## config.mk

```make
export PLATFORM = sky130hd
export DESIGN_NAME = intra_4x4_mode_pred
export DESIGN_NICKNAME = d
export VERILOG_FILES = /design/src/rtl/intra_4x4_mode_pred.sv
export SDC_FILE = /design/constraint.sdc
export NUM_CORES = 2
export LEC_CHECK = 0
export BUFFER_PORTS_ARGS = -buffer_cell sky130_fd_sc_hd__buf_2
export CELL_PAD_IN_SITES_DETAIL_PLACEMENT = 1
export CELL_PAD_IN_SITES_GLOBAL_PLACEMENT = 2
export CORE_ASPECT_RATIO = 1.2
export CORE_MARGIN = 2
export CORE_UTILIZATION = 48
export DETAILED_ROUTE_END_ITERATION = 12
export PLACE_DENSITY = 0.85
export SLEW_MARGIN = 20
export SYNTH_ARGS = -nofsm -noshare
export SYNTH_HDL_FRONTEND = slang
export SYNTH_SLANG_ARGS = --single-unit
```

## constraint.sdc

```tcl
create_clock -name clk -period 6 [get_ports clk]
set_clock_uncertainty 0.15 [all_clocks]
set_input_delay 1.2 -clock clk [delete_from_list [all_inputs] [get_ports clk]]
set_output_delay 1.2 -clock clk [all_outputs]
set_load 0.005 [all_outputs]
```

## src/rtl/intra_4x4_mode_pred.sv

```systemverilog
// Intra 4x4 most-probable-mode context: tracks the current MB's chosen modes,
// the left column of the previous MB and a per-column top line buffer.
module intra_4x4_mode_pred #(
  parameter int PIC_W_MB_LEN = 8,
  parameter int PIC_H_MB_LEN = 8,
  parameter int MB_W_MAX     = 120
) (
  input  logic                    clk,
  input  logic                    rst_n,
  input  logic [PIC_W_MB_LEN-1:0] mb_x,
  input  logic [PIC_H_MB_LEN-1:0] mb_y,
  input  logic                    mb_start_i,
  output logic                    ready_o,
  input  logic [3:0]              i4x4_num_i,
  output logic [3:0]              i4x4_pred_mode_o,
  input  logic                    i4x4_min_val_i,
  input  logic [3:0]              i4x4_min_mode_i,
  input  logic [3:0]              i4x4_min_num_i,
  input  logic                    mb_done_i,
  input  logic                    mb_is_i4x4_i,
  output logic [63:0]             modes_o,
  output logic                    commit_o
);

  localparam int LB_AW = (MB_W_MAX > 1) ? $clog2(MB_W_MAX) : 1;

  typedef enum logic [1:0] {S_IDLE, S_LOAD, S_ACTIVE, S_COMMIT} state_t;

  state_t                  state_q;
  logic [PIC_W_MB_LEN-1:0] mb_x_q;
  logic [PIC_H_MB_LEN-1:0] mb_y_q;
  logic [3:0]              cur_q  [16];
  logic [3:0]              left_q [4];
  logic [3:0]              top_q  [4];
  logic                    ready_q;
  logic                    commit_q;
  logic                    is_i4x4_q;

  logic [15:0]             lbuf [MB_W_MAX];
  logic [15:0]             lb_rd_q;
  logic [15:0]             lb_wdata;
  logic                    lb_re;
  logic                    lb_we;

  // Raster (x,y) inside the MB back to luma4x4BlkIdx.
  function automatic logic [3:0] blk_idx(input logic [1:0] x, input logic [1:0] y);
    return {y[1], x[1], y[0], x[0]};
  endfunction

  assign lb_re = (state_q == S_IDLE) && mb_start_i;
  assign lb_we = (state_q == S_COMMIT);

  always_comb begin
    lb_wdata = '0;
    for (int x = 0; x < 4; x++) begin
      lb_wdata[4*x +: 4] = is_i4x4_q ? cur_q[blk_idx(x[1:0], 2'd3)] : 4'd2;
    end
  end

  // Single-port line buffer: the read (IDLE) and the write (COMMIT) never overlap.
  always_ff @(posedge clk) begin
    if (lb_we) begin
      lbuf[mb_x_q[LB_AW-1:0]] <= lb_wdata;
    end else if (lb_re) begin
      lb_rd_q <= lbuf[mb_x[LB_AW-1:0]];
    end
  end

  always_ff @(posedge clk or negedge rst_n) begin
    if (!rst_n) begin
      state_q   <= S_IDLE;
      mb_x_q    <= '0;
      mb_y_q    <= '0;
      ready_q   <= 1'b0;
      commit_q  <= 1'b0;
      is_i4x4_q <= 1'b0;
      for (int k = 0; k < 16; k++) cur_q[k] <= '0;
      for (int k = 0; k < 4; k++) begin
        left_q[k] <= 4'd2;
        top_q[k]  <= 4'd2;
      end
    end else begin
      case (state_q)
        S_IDLE: begin
          commit_q <= 1'b0;
          if (mb_start_i) begin
            mb_x_q  <= mb_x;
            mb_y_q  <= mb_y;
            state_q <= S_LOAD;
          end
        end
        S_LOAD: begin
          for (int x = 0; x < 4; x++) top_q[x] <= lb_rd_q[4*x +: 4];
          ready_q <= 1'b1;
          state_q <= S_ACTIVE;
        end
        S_ACTIVE: begin
          if (i4x4_min_val_i) cur_q[i4x4_min_num_i] <= i4x4_min_mode_i;
          if (mb_done_i) begin
            is_i4x4_q <= mb_is_i4x4_i;
            commit_q  <= 1'b1;
            state_q   <= S_COMMIT;
          end
        end
        S_COMMIT: begin
          for (int y = 0; y < 4; y++) begin
            left_q[y] <= is_i4x4_q ? cur_q[blk_idx(2'd3, y[1:0])] : 4'd2;
          end
          commit_q <= 1'b0;
          ready_q  <= 1'b0;
          state_q  <= S_IDLE;
        end
        default: state_q <= S_IDLE;
      endcase
    end
  end

  logic [1:0] px, py;
  logic [3:0] mode_a, mode_b;
  logic       avail_a, avail_b;

  // Neighbours outside the MB come from left_q/top_q and depend on picture edges.
  always_comb begin
    px      = {i4x4_num_i[2], i4x4_num_i[0]};
    py      = {i4x4_num_i[3], i4x4_num_i[1]};
    mode_a  = left_q[py];
    avail_a = (mb_x_q != '0);
    mode_b  = top_q[px];
    avail_b = (mb_y_q != '0);
    if (px != 2'd0) begin
      mode_a  = cur_q[blk_idx(px - 2'd1, py)];
      avail_a = 1'b1;
    end
    if (py != 2'd0) begin
      mode_b  = cur_q[blk_idx(px, py - 2'd1)];
      avail_b = 1'b1;
    end
    if (avail_a && avail_b) begin
      i4x4_pred_mode_o = (mode_a < mode_b) ? mode_a : mode_b;
    end else begin
      i4x4_pred_mode_o = 4'd2;
    end
  end

  always_comb begin
    modes_o = '0;
    for (int k = 0; k < 16; k++) modes_o[4*k +: 4] = cur_q[k];
  end

  assign ready_o  = ready_q;
  assign commit_o = commit_q;

endmodule

```

## Yosys cells after proc, flatten, opt, wreduce, memory -nomap -nowiden

Memory sizes are Yosys's and may differ from the RTL's. A register that Yosys moved wholly into a read port is not among the register bits.
Index checks and enable logic that the tools add are counted.

- Flip-flop bits (word level): 117
- Bits in writable memories: 1,920
- Output and inout port bits: 70
- Memories kept: 1

- Add/sub/neg operators: 2
- $lt $le $gt $ge: 7
- Equal/unequal tests: 5
- Mux-type cells: 36
- Bitwise operators: 6
- Reductions and logical operators: 17

Memories:

| memory | words | bits a word | rd ports | clocked after memory_dff | write ports | RTL line | RTL |
|---|---|---|---|---|---|---|---|
| lbuf | 120 | 16 | 1 | 1 | 1 | 39 | `logic [15:0] lbuf [MB_W_MAX];` |

Operator list:

| operator | number |
|---|---|
| 2-to-1 mux 4 bit | 20 |
| bitwise mux 64 bit | 1 |
| binary-select mux 4 bit (select 4 bit) | 2 |
| binary-select mux 4 bit (select 2 bit) | 2 |
| demux 4 bit (select 4 bit) | 1 |
| nonzero test 8 bit | 2 |
| >= comparator 5 bit (second input constant) | 3 |
| inverter 4 -> 5 bit | 3 |
| AND reduction 2 bit | 6 |
| case mux 2 bit (4 select lines) | 1 |
| nonzero test 2 bit | 4 |
| >= comparator 3 bit (second input constant) | 2 |
| inverter 2 -> 3 bit | 2 |
| less-than comparator 5 x 1 -> 1 bit (second input constant) | 1 |
| 2-to-1 mux 1 bit | 5 |
| == test 2 bit (second input constant) | 2 |
| less-than comparator 4 bit | 1 |
| 2-to-1 mux 2 bit | 2 |
| inequality test 2 bit (second input constant) | 2 |
| case mux 1 bit (2 select lines) | 2 |
| subtractor 2 x 1 -> 2 bit (second input constant) | 2 |
| logical AND 1 bit | 3 |
| == test 2 x 1 -> 1 bit (second input constant) | 1 |
| logical NOT 2 bit | 1 |
| 2 further kinds | 2 |

## Logic depth before layout (Yosys ltp)

- Depth in word-level cells: 9
- Mapped depth: 14
- Gate-level depth less buffers: 10

## Worst setup path before layout

OpenSTA, ideal clock, no wires.

- Path kind: input to output
- From: input port i4x4_num_i[0]
- To: output port i4x4_pred_mode_o[1]
- Arrival: 4.443 ns
- Setup slack: 0.207 ns
- Stages: 13
- Path buffers: 4
- Path through: buf_2 -> buf_4 -> buf_2 -> inv_1 -> ha_1 -> clkbuf_1 -> mux4_2 -> mux2_2 -> ha_1 -> o21ai_0 -> a22o_1 -> a41oi_1 -> mux2i_1

- Longest elaborated chain between the ends: 9
- Elaborated cells between the ends (all ways): 21
- Those cells by class: add/sub: 1; order compare: 1; mux: 14; bitwise: 3; reduce/logical: 2

Ends and longest elaborated chain:

| element | RTL line | RTL |
|---|---|---|
| start, declared | 14 | `input logic [3:0] i4x4_num_i,` |
| subtractor 2 x 1 -> 2 bit | 131 | `mode_a = cur_q[blk_idx(px - 2'd1, py)];` |
| inverter 4 -> 5 bit (not written as such) | 131 |  |
| binary-select mux 4 bit (select 4 bit) | 131 |  |
| 2-to-1 mux 4 bit (not written as such) (2 in a row) | 131 |  |
| 2-to-1 mux 4 bit | 130 | `if (px != 2'd0) begin` |
| less-than comparator 4 bit | 139 | `i4x4_pred_mode_o = (mode_a < mode_b) ? mode_a : mode_b;` |
| 2-to-1 mux 4 bit | 139 |  |
| 2-to-1 mux 4 bit * | 138 | `if (avail_a && avail_b) begin` |
| end, declared | 15 | `output logic [3:0] i4x4_pred_mode_o,` |

Mark *: on every way between the ends. The rest lies on a longest branch, timed or not. The select of a mux whose other input is x is not followed.

## Final worst setup path

Ends and elaborated chain as after synthesis.

==> impl_metrics.toml <==
[synthesis]
netlist_instances = 3525
synth_area_per_cell_um2 = 22.8
synth-edff-count = 1936
mappedNetlistArea_um2 = 80200
synth.net_count = 3569
synth_top_area_share = 0.725
synthesis.yosys.warnings = 0
synth.top_cells.by_area = "sky130_fd_sc_hd__edfxtp_1 (72%), sky130_fd_sc_hd__mux4_2 (17%), sky130_fd_sc_hd__dfrtp_1 (3.4%), sky130_fd_sc_hd__mux2_2 (1.6%), sky130_fd_sc_hd__mux2i_1 (1.1%)"
synth.lib_cells_used.distinct = 41
ys_seq_area_frac = 0.761
synthDominantAreaCellType = "sky130_fd_sc_hd__edfxtp_1"
yosys_register_bits = 2053
yosysMostFrequentCell = "sky130_fd_sc_hd__edfxtp_1"
synthArstFlopShare = 0.0570
post_synth_most_frequent_cells = "sky130_fd_sc_hd__edfxtp_1 (1,936), sky130_fd_sc_hd__mux4_2 (601), sky130_fd_sc_hd__nor2_1 (154)"
synthFlopType = "sky130_fd_sc_hd__edfxtp_1"

[timing]
final_max_slew_viol_count = 0
final_min_period_over_clock_period = 0.935
grt_setup_unrepaired = "false"
setup_ws_ps = 391
slew_at_the_pin_with_the_worst_max_slew_slack_ps = 1120
fmaxAchievable_ghz = 0.178
worst_slew_margin_rel = 0.256
report.final.hold_viol_count = 0
setup_total_negative_slack_ps = 0
timing.final.crit_period_ps = 5610
final-setup-viol-count = 0

[grt]
grt_most_used_layer = "met2"
antenna_violations_before_repair = 3
overflow = 0
grt.met3_usage = 0.0491
grtUsageMet2 = 0.421
first_pass_grt_wire_length_mm = 308
gr-usage-met1 = 0.331
grt.total_usage = 0.255
largest_net_degree_at_the_start_of_global_routing = 90
grt_pass1_vias = 41114

[route]
detail_routed_net_length_per_standard_cell_um = 34.7
post-route-drc-count = 0
totalWireLength_mm = 213
ant_nets = 0
drtPass1Iterations = 5
detailedRoute.firstIterationViolations = 4683
dr_total_vias = 39109
drt-vias-per-instance = 6.36

[die]
die_area_um2 = 170000
dieHeight_um = 452
std_cell_rows = 164
floorplan.io_pins = 104
floorplan.core_area_um2 = 166000
die_w_um = 377
floorplan.initialDensity = 0.483

[clock_tree]
source_to_sink_clock_delay_at_the_later_pin_of_the_worst_skew_pair_ps = 850
clkSinkCount = 2053
ctsHtreeMaxLevel = 4
ctsLongestPathBuffers = 3
cts.clk_slew.worst_paths_ps = 60
cts_resized = 0
cts.hold.buffers_added = 0
cts.repair_timing.setup_buffer_count = 0
ctsRootBufferMaster = "sky130_fd_sc_hd__clkbuf_16"
number_of_buffers_created_by_cts = 190
tritoncts_clock_tree = "done"

[run]
max-cap-violations = 0

[worst_setup_path]
worst-endpoint-arrival_ps = 4260
critical_path.reg2reg.endpoint = "lbuf[11][10]"
critical_path_class = "input pin to primary output"
critical_path.slowest_cell = "sky130_fd_sc_hd__ha_1"
r2r_setup_slack_ps = 2030
crit_path_cell_chain = "buf_2, inv_1, ha_1, mux4_2, mux2_2, ha_1, o21ai_0, a22o_1, a41oi_1, mux2i_1, buf_2"
length_in_cells_of_the_worst_reg_to_reg_path = 6
worst_ep_required_time_ps = 4650
end_kind = "primary output"
critPathLaunchType = "input pin"
timing.rr.start = "state_q[0]"
critPathMaxStageDelay_ps = 580
crit_path_max_fanout = 12

[layout]
synthToLayoutAreaGrowth_pct = 12.8
layout.filler_cells = 14135
layout-drive-gt1-share = 0.333
num-nets-final = 3882

[placement]
post-dp-hpwl_mm = 130
total_of_buffers_placed_on_input_and_output_ports = 103
globalplace.congestion = 0.916
place_worst_setup_slack_ps = 385

[run_status]
run_status = "finished clean"

[pwr]
peak_supply_drop_v = 0.000278
leakagePower_nw = 29.6
power_per_cell_area_nw_per_um2 = 380

[worst_hold_path]
holdCritPathClass = "input pin to async pin"
-- kinds of logic (layout without fill, tap and decap cells) --
kind of cell	after synthesis	after routing	share of synthesized area
buffers and inverters	211	678	0.0129
and+or+nand+nor	329	329	0.0188
AOI/OAI and AO/OA	122	122	0.0103
DFF	2053	2053	0.761
adders and majority gates	10	10	0.00156
other	0	3	0
muxes	800	800	0.195
-- flip-flops by register name, summed over array words and instances, names as in the netlist --
name / flops
commit_o: 1
is_i4x4_q: 1
lb_rd_q: 16
lbuf: 1920
left_q: 16
mb_x_q: 8
mb_y_q: 8
modes_o: 64
ready_o: 1
state_q: 2
top_q: 16
-- layer usage --
layer | wire, um | part of all wire
met4 | 10600 | 0.050
met3 | 19200 | 0.090
met1 | 76600 | 0.36
met2 | 107000 | 0.50
met5 | 0 | 0
-- worst max path at each step --
stage	depth (start not counted)	startpoint	slack [ps]	endpoint
floorplan	13	i4x4_num_i[0]	210	i4x4_pred_mode_o[1]
global placement	11	i4x4_num_i[0]	390	i4x4_pred_mode_o[1]
detailed placement	10	i4x4_num_i[0]	380	i4x4_pred_mode_o[1]
CTS	11	i4x4_num_i[0]	380	i4x4_pred_mode_o[1]
global route	11	i4x4_num_i[0]	160	i4x4_pred_mode_o[1]
finish	11	i4x4_num_i[0]	390	i4x4_pred_mode_o[1]
-- layout make-up --
cell class                 count  area (um2)  area share
timing repair buffer         310        2360      0.0261
sequential                  2053       61100       0.675
clock buffer                 234        4990      0.0552
inverter                      22        82.6    0.000912
antenna                        3        7.51   0.0000830
clock inverter               112        1050      0.0116
tap                         2158        2700      0.0298
multi-input combinational   1261       18200       0.201
-- where the power goes --
part	switching, W	internal [W]
Combinational	0.00313	0.00139
Sequential	0.000535	0.0175
Clock	0.00524	0.00661
Total	0.00891	0.0255
-- cell usage in the layout (no fill, tap or decap), drive strengths merged, types with 2 or more instances in the layout --
cell type and count:
nand2b 16, a221oi 6, o211ai 7, dfrtp 109, nor3b 3, nor2b 15, a31oi 10, clkinv 79
a22o 2, edfxtp 1936, a22oi 54, nor4 2, and3 4, ha 10, nor2 154, mux2 114
nand3b 2, diode 3, nor3 8, o22ai 6, mux4 601, nand4b 3, clkbuf 234, inv 28
clkinvlp 11, bufinv 16, nand3 23, o21ai 25, a21oi 9, or4 2, buf 310, nand2 58
or2 2, mux2i 85, and2 16, dfstp 8, nand4 20
-- critical path, delay by kind of cell --
family | cells | cell delay [ps]
adder cells (fa/ha/maj) | 2 | 890
multiplexers | 3 | 960
buffers and inverters | 3 | 550
AO/OA/AOI/OAI | 3 | 670
-- stage by stage --
step	instances	cell area (um2)	total power, W	hold slack [ps]	util
detailed placement	5803	84400	0.0228	325	0.508
floorplan	3525	80200	0.0206	304	-
CTS	6149	90500	0.0345	193	0.544
global placement	5803	84400	0.0225	310	0.508
global route	6151	90500	0.0353	244	0.544
finish	6153	90500	0.0344	225	0.544
No activity file was read; power rests on OpenSTA's default activity.
